$ cat src/rtl/bp_be_stride_prefetch_issuer.sv
// Turns a loop-inference packet {iterations, pc, address, stride} into a paced stream of
// line-aligned prefetch requests, skipping consecutive requests that hit the same line.
module bp_be_stride_prefetch_issuer #(
    parameter int vaddr_width_p          = 39,
    parameter int output_range_p         = 8,
    parameter int effective_addr_width_p = vaddr_width_p,
    parameter int stride_width_p         = 8,
    parameter int max_prefetch_p         = 16,
    parameter int issue_gap_p            = 2,
    parameter int line_offset_width_p    = 6
) (
    input  logic                              clk_i,
    input  logic                              reset_i,
    input  logic [output_range_p-1:0]         remaining_iters_i,
    input  logic [vaddr_width_p-1:0]          pc_i,
    input  logic [effective_addr_width_p-1:0] eff_addr_i,
    input  logic [stride_width_p-1:0]         stride_i,
    input  logic                              v_i,
    output logic                              yumi_o,
    input  logic                              flush_i,
    output logic [effective_addr_width_p-1:0] pf_addr_o,
    output logic [vaddr_width_p-1:0]          pf_pc_o,
    output logic                              pf_v_o,
    input  logic                              pf_ready_i,
    output logic                              busy_o
);

    localparam int AW = effective_addr_width_p;
    localparam int LW = line_offset_width_p;
    localparam int CW = $clog2(max_prefetch_p + 1);
    localparam int GW = (issue_gap_p < 1) ? 1 : $clog2(issue_gap_p + 1);

    typedef enum logic [1:0] {E_IDLE, E_ISSUE, E_GAP} state_e;

    state_e                     state_q, state_d;
    logic [CW-1:0]              count_q, count_d;
    logic [GW-1:0]              gap_q, gap_d;
    logic [AW-1:0]              next_addr_q, next_addr_d;
    logic [AW-LW-1:0]           last_line_q, last_line_d;
    logic                       last_line_v_q, last_line_v_d;
    logic [vaddr_width_p-1:0]   pc_q, pc_d;
    logic [stride_width_p-1:0]  stride_q, stride_d;

    logic          dup;
    logic          accept;
    logic [CW-1:0] iters_capped;
    logic [AW-1:0] stride_ext;
    logic [AW-1:0] in_stride_ext;

    assign stride_ext    = AW'($signed(stride_q));
    assign in_stride_ext = AW'($signed(stride_i));
    assign dup           = last_line_v_q && (next_addr_q[AW-1:LW] == last_line_q);
    assign accept        = (state_q == E_IDLE) && v_i && !flush_i && !reset_i;
    assign iters_capped  = (32'(remaining_iters_i) > 32'(max_prefetch_p))
                         ? CW'(max_prefetch_p) : CW'(remaining_iters_i);

    always_ff @(posedge clk_i or posedge reset_i) begin
        if (reset_i) begin
            state_q       <= E_IDLE;
            count_q       <= '0;
            gap_q         <= '0;
            next_addr_q   <= '0;
            last_line_q   <= '0;
            last_line_v_q <= 1'b0;
            pc_q          <= '0;
            stride_q      <= '0;
        end else begin
            state_q       <= state_d;
            count_q       <= count_d;
            gap_q         <= gap_d;
            next_addr_q   <= next_addr_d;
            last_line_q   <= last_line_d;
            last_line_v_q <= last_line_v_d;
            pc_q          <= pc_d;
            stride_q      <= stride_d;
        end
    end

    always_comb begin
        state_d       = state_q;
        count_d       = count_q;
        gap_d         = gap_q;
        next_addr_d   = next_addr_q;
        last_line_d   = last_line_q;
        last_line_v_d = last_line_v_q;
        pc_d          = pc_q;
        stride_d      = stride_q;
        case (state_q)
            E_IDLE: begin
                if (accept) begin
                    pc_d          = pc_i;
                    stride_d      = stride_i;
                    count_d       = iters_capped;
                    next_addr_d   = eff_addr_i + in_stride_ext;
                    last_line_v_d = 1'b0;
                    // Zero-length or zero-stride streams are consumed but produce nothing.
                    if (iters_capped != '0 && stride_i != '0) state_d = E_ISSUE;
                end
            end
            E_ISSUE: begin
                if (dup) begin
                    next_addr_d = next_addr_q + stride_ext;
                    count_d     = count_q - CW'(1);
                    if (count_q == CW'(1)) state_d = E_IDLE;
                end else if (pf_ready_i) begin
                    last_line_d   = next_addr_q[AW-1:LW];
                    last_line_v_d = 1'b1;
                    next_addr_d   = next_addr_q + stride_ext;
                    count_d       = count_q - CW'(1);
                    if (count_q == CW'(1)) begin
                        state_d = E_IDLE;
                    end else if (issue_gap_p == 0) begin
                        state_d = E_ISSUE;
                    end else begin
                        state_d = E_GAP;
                        gap_d   = GW'(issue_gap_p);
                    end
                end
            end
            E_GAP: begin
                gap_d = gap_q - GW'(1);
                if (gap_q <= GW'(1)) state_d = E_ISSUE;
            end
            default: state_d = E_IDLE;
        endcase
        if (flush_i) state_d = E_IDLE;
    end

    always_comb begin
        yumi_o    = accept;
        pf_v_o    = (state_q == E_ISSUE) && !dup;
        pf_addr_o = {next_addr_q[AW-1:LW], {LW{1'b0}}};
        pf_pc_o   = pc_q;
        busy_o    = (state_q != E_IDLE);
    end

endmodule

$ cat config.mk
export PLATFORM = sky130hd
export DESIGN_NAME = bp_be_stride_prefetch_issuer
export DESIGN_NICKNAME = d
export VERILOG_FILES = /design/src/rtl/bp_be_stride_prefetch_issuer.sv
export SDC_FILE = /design/constraint.sdc
export NUM_CORES = 1
export LEC_CHECK = 0
export BUFFER_PORTS_ARGS = -buffer_cell sky130_fd_sc_hd__buf_2
export CORE_MARGIN = 2
export CORE_UTILIZATION = 40
export CTS_CLUSTER_DIAMETER = 80
export DETAILED_ROUTE_END_ITERATION = 7
export SLEW_MARGIN = 20
export SYNTH_ARGS = -nofsm -noshare
export SYNTH_HDL_FRONTEND = slang
export SYNTH_SLANG_ARGS = --single-unit
$ cat constraint.sdc
create_clock -name clk_i -period 4.2 [get_ports clk_i]
set_input_delay 0.21 -clock clk_i [delete_from_list [all_inputs] [get_ports clk_i]]
set_output_delay 0.21 -clock clk_i [all_outputs]
set_load 0.01 [all_outputs]
# ---- Word level (Yosys, flattened, before mapping)
# Cells that the tools add are included.
dict set report totals {
  reg_bits 129
  input_bits 99
  output_inout_bits 81
}
dict set report op_classes {
  add_sub_neg 4
  n_lt_le_gt_ge 2
  eq_ne 14
  muxes 26
  bitwise_logic 1
  reduce_logical 21
}
# op n
set op_table {}
lappend op_table {{$mux W39} 3}
lappend op_table {{$add A39 B39 Y39} 2}
lappend op_table {{$pmux W39 S2} 1}
lappend op_table {{$eq A33 B33 Y1} 1}
lappend op_table {{$mux W2} 11}
lappend op_table {{$mux W5} 4}
lappend op_table {{$pmux W5 S2} 1}
lappend op_table {{$ne A3 B3 Y1 const B} 3}
lappend op_table {{$gt A8 B5 Y1 const B} 1}
lappend op_table {{$ne A2 B2 Y1 const B} 4}
lappend op_table {{$ne A4 B4 Y1 const B} 2}
lappend op_table {{$reduce_and A4 Y1} 2}
lappend op_table {{$reduce_bool A8 Y1} 1}
lappend op_table {{$logic_and A1 B1 Y1} 6}
lappend op_table {{$pmux W2 S3} 1}
lappend op_table {{$reduce_and A3 Y1} 2}
lappend op_table {{$reduce_bool A2 Y1} 3}
lappend op_table {{$eq A5 B1 Y1 const B} 1}
lappend op_table {{$reduce_and A5 Y1} 1}
lappend op_table {{$reduce_bool A5 Y1} 1}
lappend op_table {{$sub A5 B1 Y5 const B} 1}
lappend op_table {{$pmux W2 S2} 1}
lappend op_table {{$logic_not A1 Y1} 3}
lappend op_table {{$mux W1} 3}
lappend op_table {{other kinds (9)} 9}

# ---- Depth between registers and ports, before layout
# Gate-level depths: netlist (run 1).
dict set report logic_depth {
  ltp_word 8
  mapped_depth 13
  ltp_nobuf 13
}

# ---- Worst setup path before layout (run 1)
# Ideal clock, no wire load.
dict set report synth_path {
  kind {flip-flop to flip-flop}
  from {register stride_q[7]}
  to {register next_addr_q[38]}
  arrival_time_ps 3211
  path_slack_ps 860
  stages_incl_launch_ff 12
  cell_sequence {dfrtp_1 > ha_1 > a2111oi_0 > o21ai_0 > a221oi_1 > a21bo_1 > a21bo_1 > a211oi_1 > o21ai_1 > mux2i_1 > nor3_1 > a2111o_1}
}
dict set report synth_via {
  elab_chain_cells 4
}
# item line
set synth_rtl {}
lappend synth_rtl {{from (decl)} 42} ;# logic [stride_width_p-1:0] stride_q, stride_d;
lappend synth_rtl {{from (signal assigned)} 75} ;# stride_q <= stride_d;
lappend synth_rtl {{$add A39 B39 Y39 (*)} {102, 108}}
lappend synth_rtl {{$mux W39} 105} ;# end else if (pf_ready_i) begin
lappend synth_rtl {{$mux W39 (*)} 101} ;# if (dup) begin
lappend synth_rtl {{$pmux W39 S2 (*)} 88} ;# case (state_q)
lappend synth_rtl {{to (signal assigned)} 71} ;# next_addr_q <= next_addr_d;
lappend synth_rtl {{to (decl)} 38} ;# logic [AW-1:0] next_addr_q, next_addr_d;
# Mark *: on every way between the ends. The rest lies on a longest branch, timed or not. The select of a mux whose other input is x is not followed.
# A chain may end at the register's enable or synchronous reset.

# ---- Worst setup path after layout (run 1)
# Same ends and word-level chain as after synthesis.

==> results.yml, run 1 <==
status:
  status: "finished, violations left"
  failed_checks: "negative hold slack"
sta:
  rsz0062_at_grt: "false"
  finalCritPeriodShare: 0.854
  tightest_slew_ps: 1020
  finClkSkew_ps: 14.6
  min_period_ps: 3580
  fin_hold_ws_ps: -62.3
  slew_viol_final: 0
  finalHoldViolCount: 13
  setup_viol: 0
  fmax_mhz: 279
  setup_tns_ps: 0
  relSlewSlack: 0.321
global_route:
  grt_overflow: 0
  grt_pass1_wl_um: 43800
  antenna_found_initial: 3
  grt_max_degree: 69
  grtUsageTotal: 0.211
  grt_pass1_vias: 8456
worst_setup_path:
  ff2ff_path_depth: 11
  regToRegSetupSlack_ps: 620
  critPathCaptureType: "flip-flop"
  cp-endpoint: "next_addr_q[38]$_DFFE_PP0P_"
  cp-startpoint: "stride_q[7]$_DFFE_PP0P_"
  crit_type: "reg2reg"
  setup.worst_path.start_class: "flip-flop"
  crit_fanout: 21
  cp.required_ps: 4500
  rr_endpoint: "next_addr_q[38]$_DFFE_PP0P_"
  critical_path_arrival_ps: 3890
  worstReg2RegStart: "stride_q[7]$_DFFE_PP0P_"
floorplanning:
  dieArea_um2: 25900
  num_rows: 57
  die_w_um: 161
  die_h_um: 161
  initial_utilization: 0.406
  top_level_ports: 180
  core_um2: 24200
route:
  via_per_inst: 5.27
  drc: 0
  dr.first_iter.drc_count: 497
  vias: 8891
  wl_per_cell_um: 16.2
  dr.pass1.iters: 5
  routed_wirelength_um: 27300
  antenna_left: 0
synthesis:
  ys.flop_type: "dfrtp_1"
  synthCells: 1174
  synth_top_cell_area_share: 0.328
  ys_seq_area_frac: 0.328
  synth.largest_area_cell: "dfrtp_1"
  synthTopCellsByArea: "dfrtp_1, ha_1, nand2_1"
  synth-seq-cells: 129
  avgSynthCellArea_um2: 8.39
  synthDistinctLibCells: 76
  yosys_warnings: 0
  async_flop_share: 1.00
  synth-edff-count: 0
  netlist_area_um2: 9850
finish:
  multi_input_comb_area_um2: 6050
  seq_area_um2: 3230
  finalCoreUtilization: 0.488
  stdcell_count: 1686
  drive_gt1_frac: 0.199
  area_delta_synth_final_pct: 20.2
  fin_nets: 1527
  n_fill_cell: 2368
clocking:
  cts_buffers: 17
  clk-insertion-delay-late_ps: 430
  cts-root-buf: "clkbuf_16"
  cts.sinks: 129
  clk_path_buf_depth: 2
  cts_tree: "done"
  clk_pin_slew_worst_paths_ps: 60
  h-tree-depth: 4
placed_design:
  dp_hpwl_um: 20000
  post-place-cells: 1611
  gp_congestion: 0.928
  io_buffers: 173
flow_run:
  cap_violations: 0
power:
  power_density_nw_per_um2: 583
  power.total_uw: 6900
  p_leak_uw: 0.00562
  vdd_drop_max_uv: 315
hold_path:
  min-delay-path-class: "in2async"
-- Yosys cell counts, types with 3 or more instances --
library cell,instances
nor2_1,84
clkbuf_1,25
clkbuf_2,3
a21boi_0,5
a21o_1,25
o21bai_1,11
and2_1,5
buf_4,39
nor3_1,17
o31ai_1,3
o21ai_0,48
a211oi_1,10
or3_1,8
nand4_1,15
buf_2,4
and3_1,9
o211ai_1,8
o22ai_1,5
o21ai_1,9
nand3_1,30
and4_1,3
xor2_1,20
nand2_1,211
mux2_2,31
inv_1,39
o21a_1,6
xnor2_1,75
nand2b_1,12
ha_1,79
nor4_1,6
dfrtp_1,129
a21oi_1,110
a41oi_1,3
nor2b_1,5
or2_2,5
a31oi_1,18
mux2i_1,5
-- sequential cells by signal, summed over array words and instances (netlist names) --
register	flops
next_addr_q	39
count_q	5
gap_q	2
last_line_v_q	1
pf_pc_o	39
last_line_q	33
stride_q	8
state_q	2
-- report_power, final --
group	internal (uW)	leakage, uW	switching (uW)
clock network	1050	0.000310	595
registers	1650	0.00154	428
logic	1460	0.00377	1720
total	4160	0.00562	2740
-- critical path, stage by stage, from the launching register on --
cell	delay [ps]
dfrtp_1	890
ha_1	430
nand2_1	130
o21ai_0	120
or4b_1	520
o211ai_1	270
a21bo_1	210
a211oi_1	100
o21ai_1	150
mux2i_1	200
nor3_1	60
a2111o_1	390
-- per-stage QoR --
stage,worst slack [ps],hold WS [ps],cell area (um^2)
floorplan,549,273,9870
global placement,670,398,10800
detailed placement,653,403,10800
CTS,615,6.90,11800
global route,402,20.7,11800
finish,615,-62.3,11800
-- how the worst min path moves through the flow --
stage	to	cells past startpoint
floorplan	state_q[1]$_DFFE_PP0P_	1
finish	gap_q[1]$_DFFE_PP0P_	2
detailed placement	pf_pc_o[34]$_DFFE_PP0P_	3
global route	stride_q[3]$_DFFE_PP0P_	3
CTS	stride_q[2]$_DFFE_PP0P_	3
global placement	pf_pc_o[5]$_DFFE_PP0P_	3
-- per-layer routing --
| metal | global-route usage | vias to the layer above | routed length (um) |
|---|---|---|---|
| met5 | 0 | - | 11 |
| met4 | 0.0438 | 2 | 289 |
| met3 | 0.0367 | 23 | 1390 |
| met2 | 0.350 | 234 | 12800 |
| met1 | 0.290 | 4182 | 12800 |
| li1 | - | 4450 | - |
-- area by class of cell --
class                   instances  share of cell area
clock buffers                  21              0.0397
inverters                      40              0.0129
diodes                          2            0.000423
multi-input cells             934               0.511
repair buffers                225               0.115
well taps                     324              0.0342
flip-flops and latches        129               0.273
clock inverters                11              0.0148
-- layout by cell type, fill, tap and decap left out, types with 4 or more instances in the layout --
master         Yosys  final
nor2b_1            5      4
buf_4             39     11
nand3_1           30     29
nand2b_1          12     12
o21bai_1          11     11
nor4_1             6      6
a21o_1            25     25
a31oi_1           18     18
and3_1             9      9
nor3_1            17     17
o21a_1             6      6
xnor2_1           75     75
bufinv_16          0      4
conb_1             1      6
a21boi_0           5      5
or3_1              8      8
dfrtp_1          129    129
mux2_2            31     31
nor2_1            84     84
xor2_1            20     20
nand2_1          211    211
buf_2              4    173
a211oi_1          10     10
o22ai_1            5      5
o21ai_0           48     48
a21oi_1          110    110
clkbuf_16          0     17
or2_2              5      5
o211ai_1           8      8
ha_1              79     79
o21ai_1            9      9
dlygate4sd3_1      0     41
nand4_1           15     15
and2_1             5      5
inv_1             39     38
mux2i_1            5      5
-- cells by family (layout without fill, tap and decap cells) --
| family | count (synthesis) | after routing | share of synthesized area |
|---|---|---|---|
| simple gates | 418 | 418 | 0.187 |
| compound gates | 298 | 298 | 0.194 |
| flops | 129 | 129 | 0.328 |
| buf+inv | 116 | 297 | 0.0625 |
| xor+xnor | 95 | 95 | 0.0844 |
| fa+ha+maj | 81 | 81 | 0.104 |
| mux | 36 | 36 | 0.0405 |
| other cells | 1 | 8 | 0.000381 |
-- timing repair --
| item | CTS | global route |
|---|---|---|
| resized for setup | 0 | 0 |
| hold endpoints to repair | 42 | 0 |
| buffers inserted | 0 | 0 |
| hold buffers | 41 | 0 |
(Power assumes the default switching activity.)
==> run 2: changes to the inputs <==
CORE_UTILIZATION = 50   (was 40)
PLACE_DENSITY_LB_ADDON = 0.1   (was not set)
==> run 2 against run 1 <==
  * Sequential power barely moved
  * Non-clock buffer count down 2
  * The flow now finishes without violations
  * Routed wire length down 3.8%
  * Sequential share of layout area grew 0.35 points
  * Worst setup slack better by 220 ps
  * Flip-flop and latch count unchanged
  * Cell count is 3.7% lower
  * Critical endpoint unchanged
  * Cell area decreased by 1.3%
==> results.yml, run 2 (same netlist as run 1, synthesis figures left out) <==
finish:
  n_fill_cell: 1811
  finalCoreUtilization: 0.603
  area_delta_synth_final_pct: 18.7
  antennaDiodeCount: 0
  final_cell_mix: "nand2_1, buf_2, dfrtp_1, a21oi_1, nor2_1"
  stdcell_count: 1623
  final_common_cell: "nand2_1"
  stdcell_area_um2: 11700
  fin_nets: 1525
  drive_gt1_frac: 0.200
worst_setup_path:
  setup.worst_path.start_class: "flip-flop"
  critical_path_arrival_ps: 3670
  crit_type: "reg2reg"
  crit_fanout: 18
  rr_endpoint: "next_addr_q[38]$_DFFE_PP0P_"
  cp.required_ps: 4500
  ff2ff_path_depth: 12
  regToRegSetupSlack_ps: 830
  worstReg2RegStart: "stride_q[7]$_DFFE_PP0P_"
  critPathCaptureType: "flip-flop"
route:
  antenna_left: 0
  dr.first_iter.drc_count: 472
  routed_wirelength_um: 26300
  drc: 0
  dr.pass1.iters: 5
  via_per_inst: 5.43
  wl_per_cell_um: 16.2
  vias: 8815
power:
  vdd_drop_max_uv: 305
  power_density_nw_per_um2: 577
  p_leak_uw: 0.00559
hold_path:
  min_delay_path_depth: 3
  hold_end: "pf_pc_o[4]$_DFFE_PP0P_"
  hold_path.startpoint: "pc_i[4]"
  min-delay-path-class: "in2reg"
clocking:
  cts-root-buf: "clkbuf_16"
  cts_buffers: 17
  post_cts_resized: 0
  clk_path_buf_depth: 2
  cts.sinks: 129
  postCtsSetupRepairBufs: 0
  cts_tree: "done"
  clk_pin_slew_worst_paths_ps: 60
  clk-insertion-delay-late_ps: 420
  h-tree-depth: 4
sta:
  fmax_mhz: 297
  finalHoldViolCount: 0
  tightest_slew_ps: 984
  setup_viol: 0
  finalCritPeriodShare: 0.802
  setup_tns_ps: 0
  relSlewSlack: 0.344
  rsz0062_at_grt: "false"
  slew_viol_final: 0
  finClkSkew_ps: 11.7
  min_period_ps: 3370
status:
  status: "finished clean"
floorplanning:
  dieArea_um2: 20800
  core_um2: 19400
  num_rows: 51
  top_level_ports: 180
  die_h_um: 144
  initial_utilization: 0.508
  die_w_um: 144
placed_design:
  gp_congestion: 0.891
  dp_hpwl_um: 19000
  io_buffers: 173
  post-place-cells: 1552
  placed_area_um2: 10700
global_route:
  grt_pass1_vias: 8506
  grtUsageTotal: 0.255
  grt_overflow: 0
  antenna_found_initial: 1
  grt_pass1_wl_um: 41900
  grt_max_degree: 82
flow_run:
  cap_violations: 0
run 2: cell types whose count changed in the layout (fill, tap and decap cells not counted), sizes merged:
cell	change
inv	+4
clkbuf	-3
bufinv	-2
diode	-2
dlygate4sd3	-2
clkinvlp	+1
run 2: stage by stage:
step                setup slack, ps  total power [uW]  hold slack, ps
floorplan                       549              4510             273
global placement                880              5170             398
detailed placement              839              5210             403
CTS                             834              6770            8.10
global route                    584              7290            39.5
finish                          832              6750            17.1
run 2: timing repair:
item	4_1_cts	5_1_grt
hold buffers	39	0
hold endpoints to repair	40	0
endpoints found under the setup margin	0	0
run 2: cell type report:
cell class / count / area (um^2) / share of cell area
Clock inverter: 14 / 154 / 0.0132
Multi-Input combinational cell: 934 / 6050 / 0.517
Tap cell: 265 / 332 / 0.0284
Clock buffer: 18 / 429 / 0.0367
Sequential cell: 129 / 3230 / 0.276
Inverter: 40 / 153 / 0.0131
Timing Repair Buffer: 223 / 1350 / 0.116
run 2: worst max-delay path by stage:
stage | from | endpoint
CTS | stride_q[7]$_DFFE_PP0P_ | next_addr_q[38]$_DFFE_PP0P_
detailed placement | stride_i[7] | next_addr_q[38]$_DFFE_PP0P_
floorplan | reset_i | count_q[0]$_DFFE_PP0P_
global placement | stride_i[7] | next_addr_q[38]$_DFFE_PP0P_
global route | stride_q[7]$_DFFE_PP0P_ | next_addr_q[35]$_DFFE_PP0P_
finish | stride_q[7]$_DFFE_PP0P_ | next_addr_q[38]$_DFFE_PP0P_
run 2: routing by layer:
layer | wire, um | share of wire | track usage
met5 | 13 | 0.00050 | 0
met3 | 1480 | 0.056 | 0.0566
met2 | 12000 | 0.46 | 0.415
met1 | 12300 | 0.47 | 0.345
met4 | 391 | 0.015 | 0.0644
run 2: worst max-delay path, cell delays in order, from the launching register on:
cell and delay [ps]:
dfrtp_1 570, buf_4 310, ha_1 410, nand4_1 140, nor2_1 210, and3_1 190
o211ai_1 110, a21bo_1 270, a211oi_1 320, o21ai_1 110, mux2i_1 150, nor3_1 60
a2111o_1 390
run 2: power by group:
group          internal, uW  switching, uW  total [uW]
combinational          1460           1730        3190
sequential             1650            416        2070
clock                   884            610        1490
